## src/rtl/simon_button_conditioner_if.sv

```systemverilog
// Button-conditioner signal bundle.
// master: the side that owns the raw button (board / testbench).
// slave : the conditioner itself.
interface simon_button_conditioner_if;
    logic       btn_raw;      // raw push-button, asynchronous and bouncy
    logic       pclk;         // conditioned press pulse for Simon
    logic       btn_stable;   // debounced button level
    logic [7:0] press_count;  // accepted presses, wraps

    modport master (
        output btn_raw,
        input  pclk,
        input  btn_stable,
        input  press_count
    );

    modport slave (
        input  btn_raw,
        output pclk,
        output btn_stable,
        output press_count
    );
endinterface

```

## src/rtl/simon_button_conditioner.sv

```systemverilog
// Simon push-button conditioner.
// Synchronizes the raw button into sysclk, debounces press and release with
// a shared counter, and emits one fixed-width pclk pulse per accepted press.
// Every output comes straight from a flop, so nothing from btn_raw reaches
// pclk combinationally.
module simon_button_conditioner #(
    parameter int CNT_W     = 20,
    parameter int DEBOUNCE  = 1000000,
    parameter int PULSE_LEN = 4
) (
    input  logic                       sysclk,
    input  logic                       rst,
    simon_button_conditioner_if.slave  btn_if
);

    // FSM encoding
    localparam logic [1:0] S_IDLE    = 2'd0;
    localparam logic [1:0] S_ARM     = 2'd1;
    localparam logic [1:0] S_PRESSED = 2'd2;
    localparam logic [1:0] S_DISARM  = 2'd3;

    // Debounce terminal count: DEBOUNCE+1 consecutive samples including the
    // edge that enters ARM/DISARM with cnt=0.
    localparam logic [CNT_W-1:0] CNT_LAST = CNT_W'(DEBOUNCE - 1);

    // Pulse counter only needs to hold PULSE_LEN-1.
    localparam int              PW        = (PULSE_LEN > 1) ? $clog2(PULSE_LEN) : 1;
    localparam logic [PW-1:0]   PCNT_LOAD = PW'(PULSE_LEN - 1);

    logic             sync1_q, sync2_q;
    logic             btn_s;
    logic [1:0]       state_q, state_d;
    logic [CNT_W-1:0] cnt_q, cnt_d;
    logic             accept;        // press debounced this edge
    logic             release_done;  // release debounced this edge
    logic             pclk_q, pclk_d;
    logic [PW-1:0]    pcnt_q, pcnt_d;
    logic             stable_q, stable_d;
    logic [7:0]       count_q, count_d;

    assign btn_s = sync2_q;

    // Two-flop synchronizer for the asynchronous button.
    always_ff @(posedge sysclk or posedge rst) begin
        if (rst) begin
            sync1_q <= 1'b0;
            sync2_q <= 1'b0;
        end else begin
            sync1_q <= btn_if.btn_raw;
            sync2_q <= sync1_q;
        end
    end

    // Debounce FSM next state; one counter serves both press and release
    // because the two windows can never overlap.
    always_comb begin
        state_d      = state_q;
        cnt_d        = cnt_q;
        accept       = 1'b0;
        release_done = 1'b0;
        case (state_q)
            S_IDLE: begin
                if (btn_s) begin
                    state_d = S_ARM;
                    cnt_d   = '0;
                end
            end
            S_ARM: begin
                if (!btn_s) begin
                    // Glitch: drop back silently, counter is reloaded on re-entry.
                    state_d = S_IDLE;
                end else if (cnt_q == CNT_LAST) begin
                    state_d = S_PRESSED;
                    accept  = 1'b1;
                end else begin
                    cnt_d = cnt_q + 1'b1;
                end
            end
            S_PRESSED: begin
                if (!btn_s) begin
                    state_d = S_DISARM;
                    cnt_d   = '0;
                end
            end
            S_DISARM: begin
                if (btn_s) begin
                    // Release bounce: the press is still the same press.
                    state_d = S_PRESSED;
                end else if (cnt_q == CNT_LAST) begin
                    state_d      = S_IDLE;
                    release_done = 1'b1;
                end else begin
                    cnt_d = cnt_q + 1'b1;
                end
            end
            default: begin
                state_d = S_IDLE;
                cnt_d   = '0;
            end
        endcase
    end

    // Pulse generator and debug outputs. An acceptance during an active
    // pulse only reloads the down-counter, so pclk never re-rises.
    always_comb begin
        pclk_d   = pclk_q;
        pcnt_d   = pcnt_q;
        stable_d = stable_q;
        count_d  = count_q;
        if (accept) begin
            pclk_d   = 1'b1;
            pcnt_d   = PCNT_LOAD;
            stable_d = 1'b1;
            count_d  = count_q + 8'd1;   // natural 8-bit wrap
        end else begin
            if (pclk_q) begin
                if (pcnt_q == '0) pclk_d = 1'b0;
                else              pcnt_d = pcnt_q - 1'b1;
            end
            if (release_done) stable_d = 1'b0;
        end
    end

    // State and output registers; reset drops pclk immediately.
    always_ff @(posedge sysclk or posedge rst) begin
        if (rst) begin
            state_q  <= S_IDLE;
            cnt_q    <= '0;
            pclk_q   <= 1'b0;
            pcnt_q   <= '0;
            stable_q <= 1'b0;
            count_q  <= '0;
        end else begin
            state_q  <= state_d;
            cnt_q    <= cnt_d;
            pclk_q   <= pclk_d;
            pcnt_q   <= pcnt_d;
            stable_q <= stable_d;
            count_q  <= count_d;
        end
    end

    assign btn_if.pclk        = pclk_q;
    assign btn_if.btn_stable  = stable_q;
    assign btn_if.press_count = count_q;

endmodule

```

## src/flat_wrapper.sv

```systemverilog
// flat-port wrapper written by rule: the top's interface ports become plain ports
module simon_button_conditioner_flat 
#(
    parameter int CNT_W     = 20,
    parameter int DEBOUNCE  = 1000000,
    parameter int PULSE_LEN = 4
)
  (sysclk, rst, btn_if_btn_raw, btn_if_pclk, btn_if_btn_stable, btn_if_press_count);
  simon_button_conditioner_if btn_if_i ();
  input  logic sysclk;
  input  logic rst;
  input wire logic [$bits(btn_if_i.btn_raw)-1:0] btn_if_btn_raw;
  output wire logic [$bits(btn_if_i.pclk)-1:0] btn_if_pclk;
  output wire logic [$bits(btn_if_i.btn_stable)-1:0] btn_if_btn_stable;
  output wire logic [$bits(btn_if_i.press_count)-1:0] btn_if_press_count;
  assign btn_if_i.btn_raw = btn_if_btn_raw;
  assign btn_if_pclk = btn_if_i.pclk;
  assign btn_if_btn_stable = btn_if_i.btn_stable;
  assign btn_if_press_count = btn_if_i.press_count;
  simon_button_conditioner #(.CNT_W(CNT_W), .DEBOUNCE(DEBOUNCE), .PULSE_LEN(PULSE_LEN)) u_core (.sysclk(sysclk), .rst(rst), .btn_if(btn_if_i));
endmodule
```

## config.mk

```make
export PLATFORM = sky130hd
export DESIGN_NAME = simon_button_conditioner_flat
export DESIGN_NICKNAME = d
export VERILOG_FILES = /design/src/rtl/simon_button_conditioner_if.sv /design/src/rtl/simon_button_conditioner.sv /design/src/flat_wrapper.sv
export SDC_FILE = /design/constraint.sdc
export NUM_CORES = 1
export LEC_CHECK = 0
export CORE_MARGIN = 1.5
export CORE_UTILIZATION = 60
export CTS_CLUSTER_SIZE = 25
export DETAILED_ROUTE_END_ITERATION = 10
export PLACE_DENSITY = 0.79
export SYNTH_ARGS = -nofsm -noshare
export SYNTH_HDL_FRONTEND = slang
export SYNTH_SLANG_ARGS = --single-unit
```

## constraint.sdc

```tcl
create_clock -name sysclk -period 4.92 [get_ports sysclk]
set_input_delay 0.738 -clock sysclk [delete_from_list [all_inputs] [get_ports sysclk]]
set_output_delay 0.738 -clock sysclk [all_outputs]
set_load 0.01 [all_outputs]
```

# Word-level counts from Yosys, hierarchy flattened

Cells that the tools add are included.

Register bits: 36
Input port bits: 3

Reduce and logical (&&, ||, !) cells: 7
Equal/unequal tests: 11
Add/sub/neg operators: 3
Muxes and demuxes: 26

Operators by type and width:

| cell                                                                    | number |
|---|---|
| 20-bit 2-to-1 mux                                                       | 5 |
| 20-bit one-hot mux with 4 select lines                                  | 1 |
| 20-bit by 1-bit adder with 20-bit output, second input constant         | 1 |
| 20-bit equality test, second input constant                             | 1 |
| 2-bit 2-to-1 mux                                                        | 9 |
| 1-bit 2-to-1 mux                                                        | 10 |
| 8-bit by 1-bit adder with 8-bit output, second input constant           | 1 |
| 2-bit one-hot mux with 4 select lines                                   | 1 |
| 4-bit AND reduction                                                     | 2 |
| 2-bit by 1-bit inequality test with 1-bit output, second input constant | 3 |
| 2-bit equality test, second input constant                              | 2 |
| 2-bit zero test                                                         | 2 |
| 2-bit inequality test, second input constant                            | 2 |
| 2-bit nonzero test                                                      | 2 |
| 3-bit by 1-bit inequality test with 1-bit output, second input constant | 1 |
| 3-bit inequality test, second input constant                            | 1 |
| 2-bit by 1-bit equality test with 1-bit output, second input constant   | 1 |
| 2-bit AND reduction                                                     | 1 |
| 2-bit by 1-bit subtractor with 2-bit output, second input constant      | 1 |

# Logic depth before layout (Yosys ltp)

Depth after elaboration: 6
Depth in mapped cells: 7
Mapped depth without buffers: 6

# Worst setup path before layout

No wires, ideal clock.

Path type: flip-flop to flip-flop
Start: register u_core.cnt_q[6]
End: register u_core.count_q[1] (netlist: u_core.btn_if.press_count[1])
Path slack: 2.618 ns
Setup time: 0.125 ns
Arrival: 2.177 ns
Data required time: 4.795 ns
Cell stages (with the launch flop): 7
Cells stage by stage: dfrtp_1 or4b_4 nor4_4 nand2_2 or3_1 buf_2 mux2_4

Cells in the longest elaborated chain, start to end: 4

Ends and longest elaborated chain:

| what                   | RTL line                        | text |
|---|---|---|
| start, declared        | simon_button_conditioner.sv:33  | `logic [CNT_W-1:0] cnt_q, cnt_d;` |
| start signal, assigned | simon_button_conditioner.sv:135 | `cnt_q <= cnt_d;` |
| 20-bit equality test   | simon_button_conditioner.sv:72  | `end else if (cnt_q == CNT_LAST) begin` |
| 1-bit 2-to-1 mux       | simon_button_conditioner.sv:72  |  |
| 1-bit 2-to-1 mux       | simon_button_conditioner.sv:69  | `if (!btn_s) begin` |
| 1-bit 2-to-1 mux       | simon_button_conditioner.sv:61  | `case (state_q)` |
| end signal, assigned   | simon_button_conditioner.sv:139 | `count_q <= count_d;` |
| end, declared          | simon_button_conditioner.sv:39  | `logic [7:0] count_q, count_d;` |

Every way passes these cells.
A chain may end at the register's enable or synchronous reset.

# Final worst setup path

Ends and elaborated chain as after synthesis.

==> results.json <==
{
  "clock_latency_ns": 0.34,
  "end_kind": "flop",
  "place_hpwl_um": 2820,
  "ys_warn_count": 0,
  "period_minus_slack_ns": 2.52,
  "clockBufferDepth": 2,
  "post_cts_buffers": 0,
  "setup_viol": 0,
  "finClkSkew_ns": 0.0119,
  "dr.pass1.iters": 6,
  "final_cells": 258,
  "path_cells": "or4b_4, nor4_4, nand2_2, or3_1, mux2_4",
  "rows": 20,
  "synth_nets": 207,
  "fin_ws_ns": 2.40,
  "antenna_found_initial": 0,
  "vias": 1582,
  "ys_top_cells_by_area": "dfrtp_1 (48%), nand2_1 (4.8%), a21oi_1 (3.7%)",
  "leakagePower_nw": 0.909,
  "avgViaCountPerCell": 6.13,
  "nFillCells": 240,
  "m1WireLength_um": 1710,
  "dieArea_mm2": 0.00350,
  "grt_pass1_wl_um": 6660,
  "wl_met3_um": 240,
  "synthCells": 201,
  "drv_cap": 0,
  "seq_area_um2": 901,
  "ant_nets": 0,
  "ys_seq_area_share_pct": 47.6,
  "wirelength_um": 3990,
  "max-vdd-ir-drop_uv": 147,
  "worstPathArrival_ns": 2.75,
  "gp_congestion": 0.877,
  "final_nets": 219,
  "ioPinCount": 13,
  "slew_headroom_pct": 36.4,
  "start_util_pct": 62.5,
  "cts-resized-gates": 0,
  "multi_input_area_um2": 935,
  "power.density_mw_per_mm2": 244,
  "path_clk_slew_ns": 0.11,
  "wl_met2_um": 2000,
  "htree_levels": 2,
  "min_path_type": "reg -> reg",
  "cpPeakStageDelay_ns": 0.58,
  "grt-ovfl-total": 0,
  "slew_violations": 0,
  "outcome": "complete, no violations",
  "portBuffers": 12,
  "grt_setup_unrepaired": "no",
  "cp.required_ns": 5.15,
  "syn_area_mm2": 0.00189,
  "yosysMostFrequentCell": "dfrtp_1",
  "fp.dieH_um": 59.2,
  "worst_pin_slew_ns": 0.945,
  "hold_viol": 0,
  "async_flop_share_pct": 100,
  "synth_largest_area_cell": "dfrtp_1",
  "final_util_pct": 69.6,
  "synthFlopType": "dfrtp_1",
  "clock_sinks": 36,
  "dp_slack_ns": 2.44,
  "crit_fanout": 9,
  "crit_path_start_kind": "flop",
  "synth.top_cells.by_count": "dfrtp_1 (36), nand2_1 (24), a21oi_1 (14), nand3_1 (14), o21ai_0 (13)",
  "finalSetupTns_ns": 0,
  "drtIter0Drc": 97,
  "coreArea_mm2": 0.00303,
  "drive_gt1_share_pct": 7.01,
  "syn2layout_area_growth_pct": 11.3,
  "period_share_pct": 51.2,
  "synth.top_cell.area_share_pct": 47.6,
  "cts_buffers": 5,
  "cts-root-buf": "clkbuf_4",
  "dp_cells": 250,
  "ys_types": 41,
  "track_usage_pct": 25.4,
  "synth_seq_cells": 36,
  "routedWlPerCell_um": 15.5,
  "syn_avg_cell_area_um2": 9.42,
  "crit_path_top_delay_cell": "or4b_4",
  "grt_max_degree": 37,
  "fmax_mhz": 397,
  "critical_path_class": "reg -> reg",
  "fp.dieW_um": 59.2,
  "tritoncts": "done",
  "remaining_drc_errors": 0,
  "diodes": 0,
  "grt_pass1_vias": 1506,
  "top_layer": "met4",
  "synth_enable_flop_cells": 0,
  "cts_hold_buffers": 0
}
==> logic make-up (layout without fill, tap and decap cells) <==
logic type	Yosys count	count (layout)	share of synthesized area, %
compound gates	39	39	12.0
flops	36	36	47.6
xor+xnor	12	12	5.55
simple gates	89	89	26.1
mux	6	6	3.50
fa+ha+maj	3	3	1.98
buf+inv	16	29	3.24
==> cells in the final DEF, fill, tap and decap left out, drive strengths merged, types with 8 or more instances in the layout <==
cell type	Yosys	routed
a21oi	14	14
and3	8	8
clkbuf	7	8
clkdlybuf4s50	0	12
dfrtp	36	36
inv	8	8
nand2	25	25
nand3	14	14
nand4	8	8
nor2	8	8
o21ai	13	13
xnor2	8	8
==> report_power, final <==
group | internal (W) | switching (W) | total [W] | leakage (nW)
sequential | 0.000303 | 0.0000136 | 0.000317 | 0.493
combinational | 0.0000118 | 0.0000209 | 0.0000328 | 0.383
clock | 0.0000705 | 0.0000942 | 0.000165 | 0.0326
total | 0.000386 | 0.000129 | 0.000514 | 0.909
==> per-stage QoR <==
step                area, um^2  hold slack, ns  total power, W
floorplan                 1890           0.331        0.000344
global placement          2040           0.334        0.000353
CTS                       2100           0.364        0.000520
detailed placement        2040           0.341        0.000355
finish                    2110           0.359        0.000514
global route              2110           0.374        0.000538
==> final cells by class <==
cell class | count | area share (%)
Clock buffer | 8 | 2.79
Inverter | 8 | 1.43
Multi-Input combinational cell | 149 | 44.4
Sequential cell | 36 | 42.8
Tap cell | 44 | 2.61
Timing Repair Buffer | 13 | 6.06
==> final timing paths <==
path,cells past startpoint,end,startpoint,slack [ns]
setup / recovery,5,u_core.btn_if.press_count[1]$_DFFE_PP0P_,u_core.cnt_q[6]$_DFFE_PP0P_,2.40
hold / removal,0,u_core.btn_s$_DFF_PP0_,u_core.sync1_q$_DFF_PP0_,0.36
setup reg to reg,5,u_core.btn_if.press_count[1]$_DFFE_PP0P_,u_core.cnt_q[6]$_DFFE_PP0P_,2.40
hold reg to reg,0,u_core.btn_s$_DFF_PP0_,u_core.sync1_q$_DFF_PP0_,0.36
max in group asynchronous,3,u_core.btn_if.btn_stable$_DFFE_PP0P_,rst,3.82
min in group asynchronous,3,u_core.cnt_q[1]$_DFFE_PP0P_,rst,0.79
==> critical path: cells and delay by family, from the launching register on <==
kind	cells	cell delay [ns]
simple gates	4	1.60
mux	1	0.33
flops	1	0.48
==> layer usage <==
layer / track usage, % / vias to the layer above
met3: 6.33 / 8
met4: 11.0 / 0
li1: - / 745
met5: 0 / -
met1: 31.8 / 765
met2: 41.7 / 64
==> registers in the layout, indices dropped and copies added, names as in the netlist, named ones only <==
name	count
u_core.btn_if.pclk	1
u_core.btn_if.btn_stable	1
u_core.btn_s	1
u_core.btn_if.press_count	8
u_core.pcnt_q	2
u_core.sync1_q	1
u_core.cnt_q	20
u_core.state_q	1
Power figures use the tool's default switching activity.
